**src/rtl/pet2001_ps2_key_pkg.sv**
```systemverilog
// Shared types and constants for the PS/2 to PET 2001 keyboard matrix bridge.
package pet2001_ps2_key_pkg;

    localparam int unsigned KEY_ROWS = 10;
    localparam int unsigned KEY_COLS = 8;
    localparam int unsigned ROW_W    = 4;
    localparam int unsigned COL_W    = 3;

    localparam logic [7:0] PS2_EXT  = 8'hE0;
    localparam logic [7:0] PS2_REL  = 8'hF0;
    localparam logic [7:0] PS2_ERR0 = 8'h00;
    localparam logic [7:0] PS2_ERR1 = 8'hFF;

    typedef enum logic [1:0] {
        RX_IDLE,
        RX_DATA,
        RX_PARITY,
        RX_STOP
    } rx_state_t;

    typedef struct packed {
        logic             hit;
        logic [ROW_W-1:0] row;
        logic [COL_W-1:0] col;
    } key_loc_t;

    function automatic key_loc_t key_at(input logic [ROW_W-1:0] row, input logic [COL_W-1:0] col);
        key_at.hit = 1'b1;
        key_at.row = row;
        key_at.col = col;
    endfunction

endpackage

```
**src/rtl/pet2001_ps2_keymap.sv**
```systemverilog
// Combinational PS/2 set-2 scan code to PET keyboard matrix position table.
module pet2001_ps2_keymap
    import pet2001_ps2_key_pkg::*;
(
    input  logic       ext,
    input  logic [7:0] code,
    output key_loc_t   loc_c
);

    always_comb begin
        loc_c = '0;
        case ({ext, code})
            9'h01C: loc_c = key_at(4'd4, 3'd0);  // A
            9'h023: loc_c = key_at(4'd4, 3'd1);  // D
            9'h034: loc_c = key_at(4'd4, 3'd2);  // G
            9'h03B: loc_c = key_at(4'd4, 3'd3);  // J
            9'h04B: loc_c = key_at(4'd4, 3'd4);  // L
            9'h025: loc_c = key_at(4'd4, 3'd6);  // 4
            9'h036: loc_c = key_at(4'd4, 3'd7);  // 6
            9'h015: loc_c = key_at(4'd2, 3'd0);  // Q
            9'h024: loc_c = key_at(4'd2, 3'd1);  // E
            9'h02C: loc_c = key_at(4'd2, 3'd2);  // T
            9'h03C: loc_c = key_at(4'd2, 3'd3);  // U
            9'h044: loc_c = key_at(4'd2, 3'd4);  // O
            9'h03D: loc_c = key_at(4'd2, 3'd6);  // 7
            9'h046: loc_c = key_at(4'd2, 3'd7);  // 9
            9'h01D: loc_c = key_at(4'd3, 3'd0);  // W
            9'h02D: loc_c = key_at(4'd3, 3'd1);  // R
            9'h035: loc_c = key_at(4'd3, 3'd2);  // Y
            9'h043: loc_c = key_at(4'd3, 3'd3);  // I
            9'h04D: loc_c = key_at(4'd3, 3'd4);  // P
            9'h03E: loc_c = key_at(4'd3, 3'd6);  // 8
            9'h01B: loc_c = key_at(4'd5, 3'd0);  // S
            9'h02B: loc_c = key_at(4'd5, 3'd1);  // F
            9'h033: loc_c = key_at(4'd5, 3'd2);  // H
            9'h042: loc_c = key_at(4'd5, 3'd3);  // K
            9'h02E: loc_c = key_at(4'd5, 3'd6);  // 5
            9'h01A: loc_c = key_at(4'd6, 3'd0);  // Z
            9'h021: loc_c = key_at(4'd6, 3'd1);  // C
            9'h032: loc_c = key_at(4'd6, 3'd2);  // B
            9'h03A: loc_c = key_at(4'd6, 3'd3);  // M
            9'h05A: loc_c = key_at(4'd6, 3'd5);  // RETURN
            9'h016: loc_c = key_at(4'd6, 3'd6);  // 1
            9'h026: loc_c = key_at(4'd6, 3'd7);  // 3
            9'h022: loc_c = key_at(4'd7, 3'd0);  // X
            9'h02A: loc_c = key_at(4'd7, 3'd1);  // V
            9'h031: loc_c = key_at(4'd7, 3'd2);  // N
            9'h01E: loc_c = key_at(4'd7, 3'd6);  // 2
            9'h012: loc_c = key_at(4'd8, 3'd0);  // left shift
            9'h059: loc_c = key_at(4'd8, 3'd5);  // right shift
            9'h045: loc_c = key_at(4'd8, 3'd6);  // 0
            9'h029: loc_c = key_at(4'd9, 3'd2);  // SPACE
            9'h066: loc_c = key_at(4'd1, 3'd7);  // backspace -> DEL
            9'h175: loc_c = key_at(4'd1, 3'd0);  // up arrow
            9'h172: loc_c = key_at(4'd1, 3'd6);  // down arrow
            9'h16C: loc_c = key_at(4'd0, 3'd6);  // HOME
            9'h174: loc_c = key_at(4'd0, 3'd7);  // right arrow
            default: loc_c = '0;
        endcase
    end

endmodule

```
**src/rtl/pet2001_ps2_key.sv**
```systemverilog
// PS/2 keyboard receiver feeding a 10x8 PET keyboard matrix scanned via keyrow/keyin.
module pet2001_ps2_key
    import pet2001_ps2_key_pkg::*;
#(
    parameter int unsigned TIMEOUT = 20000
) (
    input  logic             clk,
    input  logic             reset,
    input  logic             ps2_clk,
    input  logic             ps2_data,
    input  logic [ROW_W-1:0] keyrow,
    output logic [7:0]       keyin
);

    localparam int unsigned    TO_W    = $clog2(TIMEOUT + 1);
    localparam logic [TO_W-1:0] TO_LAST = TO_W'(TIMEOUT - 1);

    typedef logic [KEY_ROWS-1:0][KEY_COLS-1:0] matrix_t;

    logic [1:0] clk_sync;
    logic [1:0] data_sync;
    logic       clk_prev;
    logic       fall;
    logic       bit_in;

    rx_state_t       state_q, state_d;
    logic [7:0]      shift_q, shift_d;
    logic [2:0]      bit_cnt_q, bit_cnt_d;
    logic            parity_q, parity_d;
    logic [TO_W-1:0] to_cnt_q, to_cnt_d;
    logic            byte_valid_q, byte_valid_d;
    logic [7:0]      rx_byte_q, rx_byte_d;

    logic    rel_q, rel_d;
    logic    ext_q, ext_d;
    matrix_t matrix_q, matrix_d;
    key_loc_t loc;

    // Idle-high lines reset to 1 so leaving reset never fakes a falling edge.
    always_ff @(posedge clk) begin
        if (reset) begin
            clk_sync  <= 2'b11;
            data_sync <= 2'b11;
            clk_prev  <= 1'b1;
        end else begin
            clk_sync  <= {clk_sync[0], ps2_clk};
            data_sync <= {data_sync[0], ps2_data};
            clk_prev  <= clk_sync[1];
        end
    end

    assign fall   = clk_prev & ~clk_sync[1];
    assign bit_in = data_sync[1];

    always_ff @(posedge clk) begin
        if (reset) begin
            state_q      <= RX_IDLE;
            shift_q      <= '0;
            bit_cnt_q    <= '0;
            parity_q     <= 1'b0;
            to_cnt_q     <= '0;
            byte_valid_q <= 1'b0;
            rx_byte_q    <= '0;
            rel_q        <= 1'b0;
            ext_q        <= 1'b0;
            matrix_q     <= '0;
        end else begin
            state_q      <= state_d;
            shift_q      <= shift_d;
            bit_cnt_q    <= bit_cnt_d;
            parity_q     <= parity_d;
            to_cnt_q     <= to_cnt_d;
            byte_valid_q <= byte_valid_d;
            rx_byte_q    <= rx_byte_d;
            rel_q        <= rel_d;
            ext_q        <= ext_d;
            matrix_q     <= matrix_d;
        end
    end

    // Frame receiver: start, 8 data LSB first, odd parity, stop.
    always_comb begin
        state_d      = state_q;
        shift_d      = shift_q;
        bit_cnt_d    = bit_cnt_q;
        parity_d     = parity_q;
        to_cnt_d     = to_cnt_q;
        byte_valid_d = 1'b0;
        rx_byte_d    = rx_byte_q;

        if (state_q != RX_IDLE) begin
            if (fall) begin
                to_cnt_d = '0;
            end else if (to_cnt_q == TO_LAST) begin
                state_d   = RX_IDLE;
                shift_d   = '0;
                bit_cnt_d = '0;
                to_cnt_d  = '0;
            end else begin
                to_cnt_d = to_cnt_q + TO_W'(1);
            end
        end

        if (fall) begin
            case (state_q)
                RX_IDLE: begin
                    if (!bit_in) begin
                        state_d   = RX_DATA;
                        shift_d   = '0;
                        bit_cnt_d = '0;
                        to_cnt_d  = '0;
                    end
                end
                RX_DATA: begin
                    shift_d = {bit_in, shift_q[7:1]};
                    if (bit_cnt_q == 3'd7) begin
                        state_d   = RX_PARITY;
                        bit_cnt_d = '0;
                    end else begin
                        bit_cnt_d = bit_cnt_q + 3'd1;
                    end
                end
                RX_PARITY: begin
                    parity_d = bit_in;
                    state_d  = RX_STOP;
                end
                RX_STOP: begin
                    if (bit_in && ((^shift_q) ^ parity_q)) begin
                        byte_valid_d = 1'b1;
                        rx_byte_d    = shift_q;
                    end
                    state_d = RX_IDLE;
                end
                default: state_d = RX_IDLE;
            endcase
        end
    end

    pet2001_ps2_keymap u_keymap (
        .ext   (ext_q),
        .code  (rx_byte_q),
        .loc_c (loc)
    );

    // Prefix flags and key matrix update on each accepted byte.
    always_comb begin
        matrix_d = matrix_q;
        rel_d    = rel_q;
        ext_d    = ext_q;
        if (byte_valid_q) begin
            if (rx_byte_q == PS2_REL) begin
                rel_d = 1'b1;
            end else if (rx_byte_q == PS2_EXT) begin
                ext_d = 1'b1;
            end else if (rx_byte_q == PS2_ERR0 || rx_byte_q == PS2_ERR1) begin
                matrix_d = '0;
                rel_d    = 1'b0;
                ext_d    = 1'b0;
            end else begin
                if (loc.hit && loc.row < ROW_W'(KEY_ROWS)) begin
                    matrix_d[loc.row][loc.col] = ~rel_q;
                end
                rel_d = 1'b0;
                ext_d = 1'b0;
            end
        end
    end

    always_comb begin
        keyin = 8'hFF;
        if (keyrow < ROW_W'(KEY_ROWS)) begin
            keyin = ~matrix_q[keyrow];
        end
    end

endmodule

```
**config.mk**
```make
export PLATFORM = sky130hd
export DESIGN_NAME = pet2001_ps2_key
export DESIGN_NICKNAME = d
export VERILOG_FILES = /design/src/rtl/pet2001_ps2_key_pkg.sv /design/src/rtl/pet2001_ps2_keymap.sv /design/src/rtl/pet2001_ps2_key.sv
export SDC_FILE = /design/constraint.sdc
export NUM_CORES = 1
export LEC_CHECK = 0
export ABC_AREA = 1
export CAP_MARGIN = 20
export CELL_PAD_IN_SITES_DETAIL_PLACEMENT = 1
export CELL_PAD_IN_SITES_GLOBAL_PLACEMENT = 1
export CORE_ASPECT_RATIO = 1.75
export CORE_MARGIN = 8
export CORE_UTILIZATION = 40
export CTS_BUF_LIST = sky130_fd_sc_hd__clkbuf_4
export CTS_CLUSTER_DIAMETER = 150
export DETAILED_ROUTE_END_ITERATION = 10
export PLACE_DENSITY = 0.8
export SLEW_MARGIN = 20
export SYNTH_ARGS = -nofsm -noshare
export SYNTH_HDL_FRONTEND = slang
export SYNTH_SLANG_ARGS = --single-unit
```
**constraint.sdc**
```tcl
create_clock -name clk -period 2.1 [get_ports clk]
set_input_delay 0.315 -clock clk [delete_from_list [all_inputs] [get_ports clk]]
set_output_delay 0.315 -clock clk [all_outputs]
set_load 0.02 [all_outputs]
```
==> out/metrics.cfg <==
[final_layout]
fin_area_um2 = 9140
fin_util_pct = 55.8
layout_common_cells = nand2_1 (204), buf_4 (123), dfxtp_1 (104), nor2_1 (91), nand3_1 (71)
nets = 1138
final_common_cell = nand2_1
n_fill_cell = 2097
syn_to_final_growth_pct = 37.3
drive_gt1_share_pct = 31.7

[floorplan]
rows = 62
core_um2 = 16400
ios = 16
die-area_um2 = 21200
chipWidth_um = 113
die_h_um = 187
start_util_pct = 40.6

[critical_path]
cp.arrival_ps = 2990
required_ps = 2590
crit_path_max_fanout = 7
crit_type = reg -> reg
path_delay_family = simple AND/OR/NAND/NOR gates
worst_setup_path_end_kind = register
startpoint_type = register
cpMaxStageDelayCell = dfxtp_4
path_cells = buf_6, nand2_4, inv_4, nand3_4, inv_4, nand2_4, nand2_1, nor2_2, nand3_2, nor2_4, nand3_4, buf_8, clkbuf_16, nand3_2, nand2_1, a21oi_1
slowest_delay_ps = 380
cp_num_buf_inv = 5

[sta]
worst_pin_slew_ps = 450
setup_viol = 84
hold_violations = 0
fin_worst_skew_ps = 25.8
rsz0062_at_grt = true
setup_slack_ps = -392
clock.fmax_mhz = 401
post-route-period-util_pct = 119
fin_crit_ps = 2490
slew_headroom_pct = 69.7
slew_violations = 0

[global_routing]
grt_pass1_wl_um = 38500
grtUsageTotal_pct = 22.6
grt_remaining_overflow = 0
grt_start_max_net_pins = 62
grt_pass1_vias = 7650
antenna_found_initial = 1

[power]
p_total_w = 0.00451
p_leak_nw = 3.63
clockPowerShare_pct = 41.9
switching_share_pct = 26.6
powerDensity_nw_per_um2 = 494
internal_power_w = 0.00331
combPwrFrac_pct = 5.6
pwr-share-seq_pct = 52.5
peakVddDrop_uv = 298
p_sw_w = 0.00120

[run_status]
status = complete, but fails checks
violations = negative setup slack

[clock_tree]
root_buffer = clkbuf_4
clkLatencyLatePin_ps = 580
clk_pin_slew_ps = 130
cts_num_sinks = 125
cts_buffer_depth = 2
cts_inserted_buffers = 17
htreeDepth = 4
cts_hold_buf = 0
cts_tree = done

[synthesis]
mappedNetlistArea_um2 = 6650
synthesis.nets = 1015
yosys_register_bits = 125
syn-instance-count = 1004
synth_xor_area_share_pct = 1.19
synth_cell_types = 30
synth_mux_area_share_pct = 2.41
yosysWarnings = 0
synth-compound-area-share_pct = 14.5
synth_fa_ha_area_share_pct = 0.564
synth_simple_gate_area_share_pct = 34.7
synth_top_family_by_area = simple AND/OR/NAND/NOR gates
yosysSeqAreaShare_pct = 37.6
avgSynthCellArea_um2 = 6.62

[detailed_routing]
vias = 8167
route.final.wire_length_um = 31300
drt_iter0_drc = 705
viasPerCell = 5.98
drt_first_pass_iters = 6
routedWlPerCell_um = 22.9
antenna_left = 0
drcViolationCount = 0

[placed_design]
io_buffers = 15
place_congestion = 0.980
place_hpwl_um = 16500
post-place-ws_ps = -790
post_dp_cell_area_um2 = 7780

[min_path]
hold_path.class = in -> reg

[flow_run]
maxCapViolCount = 0

## sequential cells by signal (all words and copies together), names as in the netlist
signal	count
matrix_q	80
to_cnt_q	15
rx_byte_q	8
shift_q	8
bit_cnt_q	3
clk_sync	2
data_sync	2
state_q	2
byte_valid_q	1
clk_prev	1
ext_q	1
parity_q	1
rel_q	1
## power groups by stage
| stage | logic, W | clock network (W) | registers, W |
|---|---|---|---|
| after detailed placement | 0.000221 | 0 | 0.00243 |
| after floorplan | 0.000129 | 0 | 0.00243 |
| after global placement | 0.000217 | 0 | 0.00243 |
| after global routing | 0.000264 | 0.00201 | 0.00237 |
| final | 0.000251 | 0.00189 | 0.00237 |
| after CTS | 0.000224 | 0.00192 | 0.00237 |
## area by class of cell
type / instances / area, um^2 / share of cell area [%]
diodes: 1 / 2.50 / 0.0274
clock buffers: 19 / 143 / 1.56
clock inverters: 13 / 166 / 1.82
inverters: 87 / 335 / 3.67
repair buffers: 166 / 1550 / 16.9
flip-flops and latches: 125 / 2540 / 27.8
well taps: 224 / 280 / 3.07
multi-input cells: 730 / 4120 / 45.1
## final timing paths
| kind | from | to | slack, ps | cells past startpoint |
|---|---|---|---|---|
| worst max-delay path | rx_byte_q[5] | matrix_q[14] | -390 | 16 |
| worst min-delay path | reset | matrix_q[7] | 160 | 2 |
| worst max register to register | rx_byte_q[5] | matrix_q[14] | -390 | 16 |
| worst min register to register | clk_sync[0] | clk_sync[1] | 430 | 1 |
## cells in the mapped netlist
| master | instances | area share [%] |
|---|---|---|
| a32o_1 | 8 | 1.2 |
| inv_1 | 80 | 4.5 |
| xor2_1 | 4 | 0.53 |
| a32oi_1 | 3 | 0.40 |
| buf_4 | 9 | 1.0 |
| or2_2 | 4 | 0.38 |
| a221oi_1 | 2 | 0.26 |
| ha_1 | 3 | 0.56 |
| nand3_2 | 3 | 0.45 |
| nor2_1 | 128 | 7.2 |
| buf_1 | 5 | 0.28 |
| a31oi_1 | 2 | 0.19 |
| nand2_1 | 245 | 14 |
| inv_2 | 4 | 0.23 |
| nor3_1 | 10 | 0.75 |
| o21ai_0 | 52 | 3.9 |
| clkinv_1 | 3 | 0.17 |
| a21o_1 | 1 | 0.11 |
| a21oi_1 | 79 | 5.9 |
| nor2_2 | 4 | 0.38 |
| a211oi_1 | 3 | 0.34 |
| mux2i_1 | 16 | 2.4 |
| nand3_1 | 89 | 6.7 |
| nand4_1 | 50 | 4.7 |
| nor4_1 | 3 | 0.28 |
| clkbuf_1 | 40 | 2.3 |
| buf_2 | 8 | 0.60 |
| o221ai_1 | 16 | 2.1 |
| dfxtp_1 | 125 | 38 |
| xnor2_1 | 5 | 0.66 |
## through the flow
stage / instances / hold slack, ps / setup TNS [ps]
2_1_floorplan: 1004 / 389 / 0
3_3_place_gp: 1297 / 396 / -8900
3_5_place_dp: 1297 / 398 / -14350
4_1_cts: 1335 / 119 / -32.2
5_1_grt: 1365 / 153 / -30840
6_report: 1365 / 155 / -23980
## what timing repair did
item / CTS / global route
setup endpoints to repair: 88 / 104
pin swaps: 10 / 59
buffers inserted: 5 / 19
gates cloned: 2 / 12
resized for setup: 102 / 154
## metal layers
metal / GRT usage (%) / vias up / wire [um]
met4: 13.5 / 0 / 2430
met1: 22.0 / 3977 / 10600
met2: 42.8 / 400 / 16600
li1: - / 3613 / -
met5: 0 / - / 0
met3: 3.78 / 177 / 1730
## kinds of logic after synthesis
group | count (synthesis)
AO/OA/AOI/OAI | 166
XOR/XNOR | 9
adder cells (fa/ha/maj) | 3
buffers and inverters | 149
flip-flops | 125
multiplexers | 16
AND/OR/NAND/NOR | 536
Note: power is estimated with default switching activity, not from simulation.
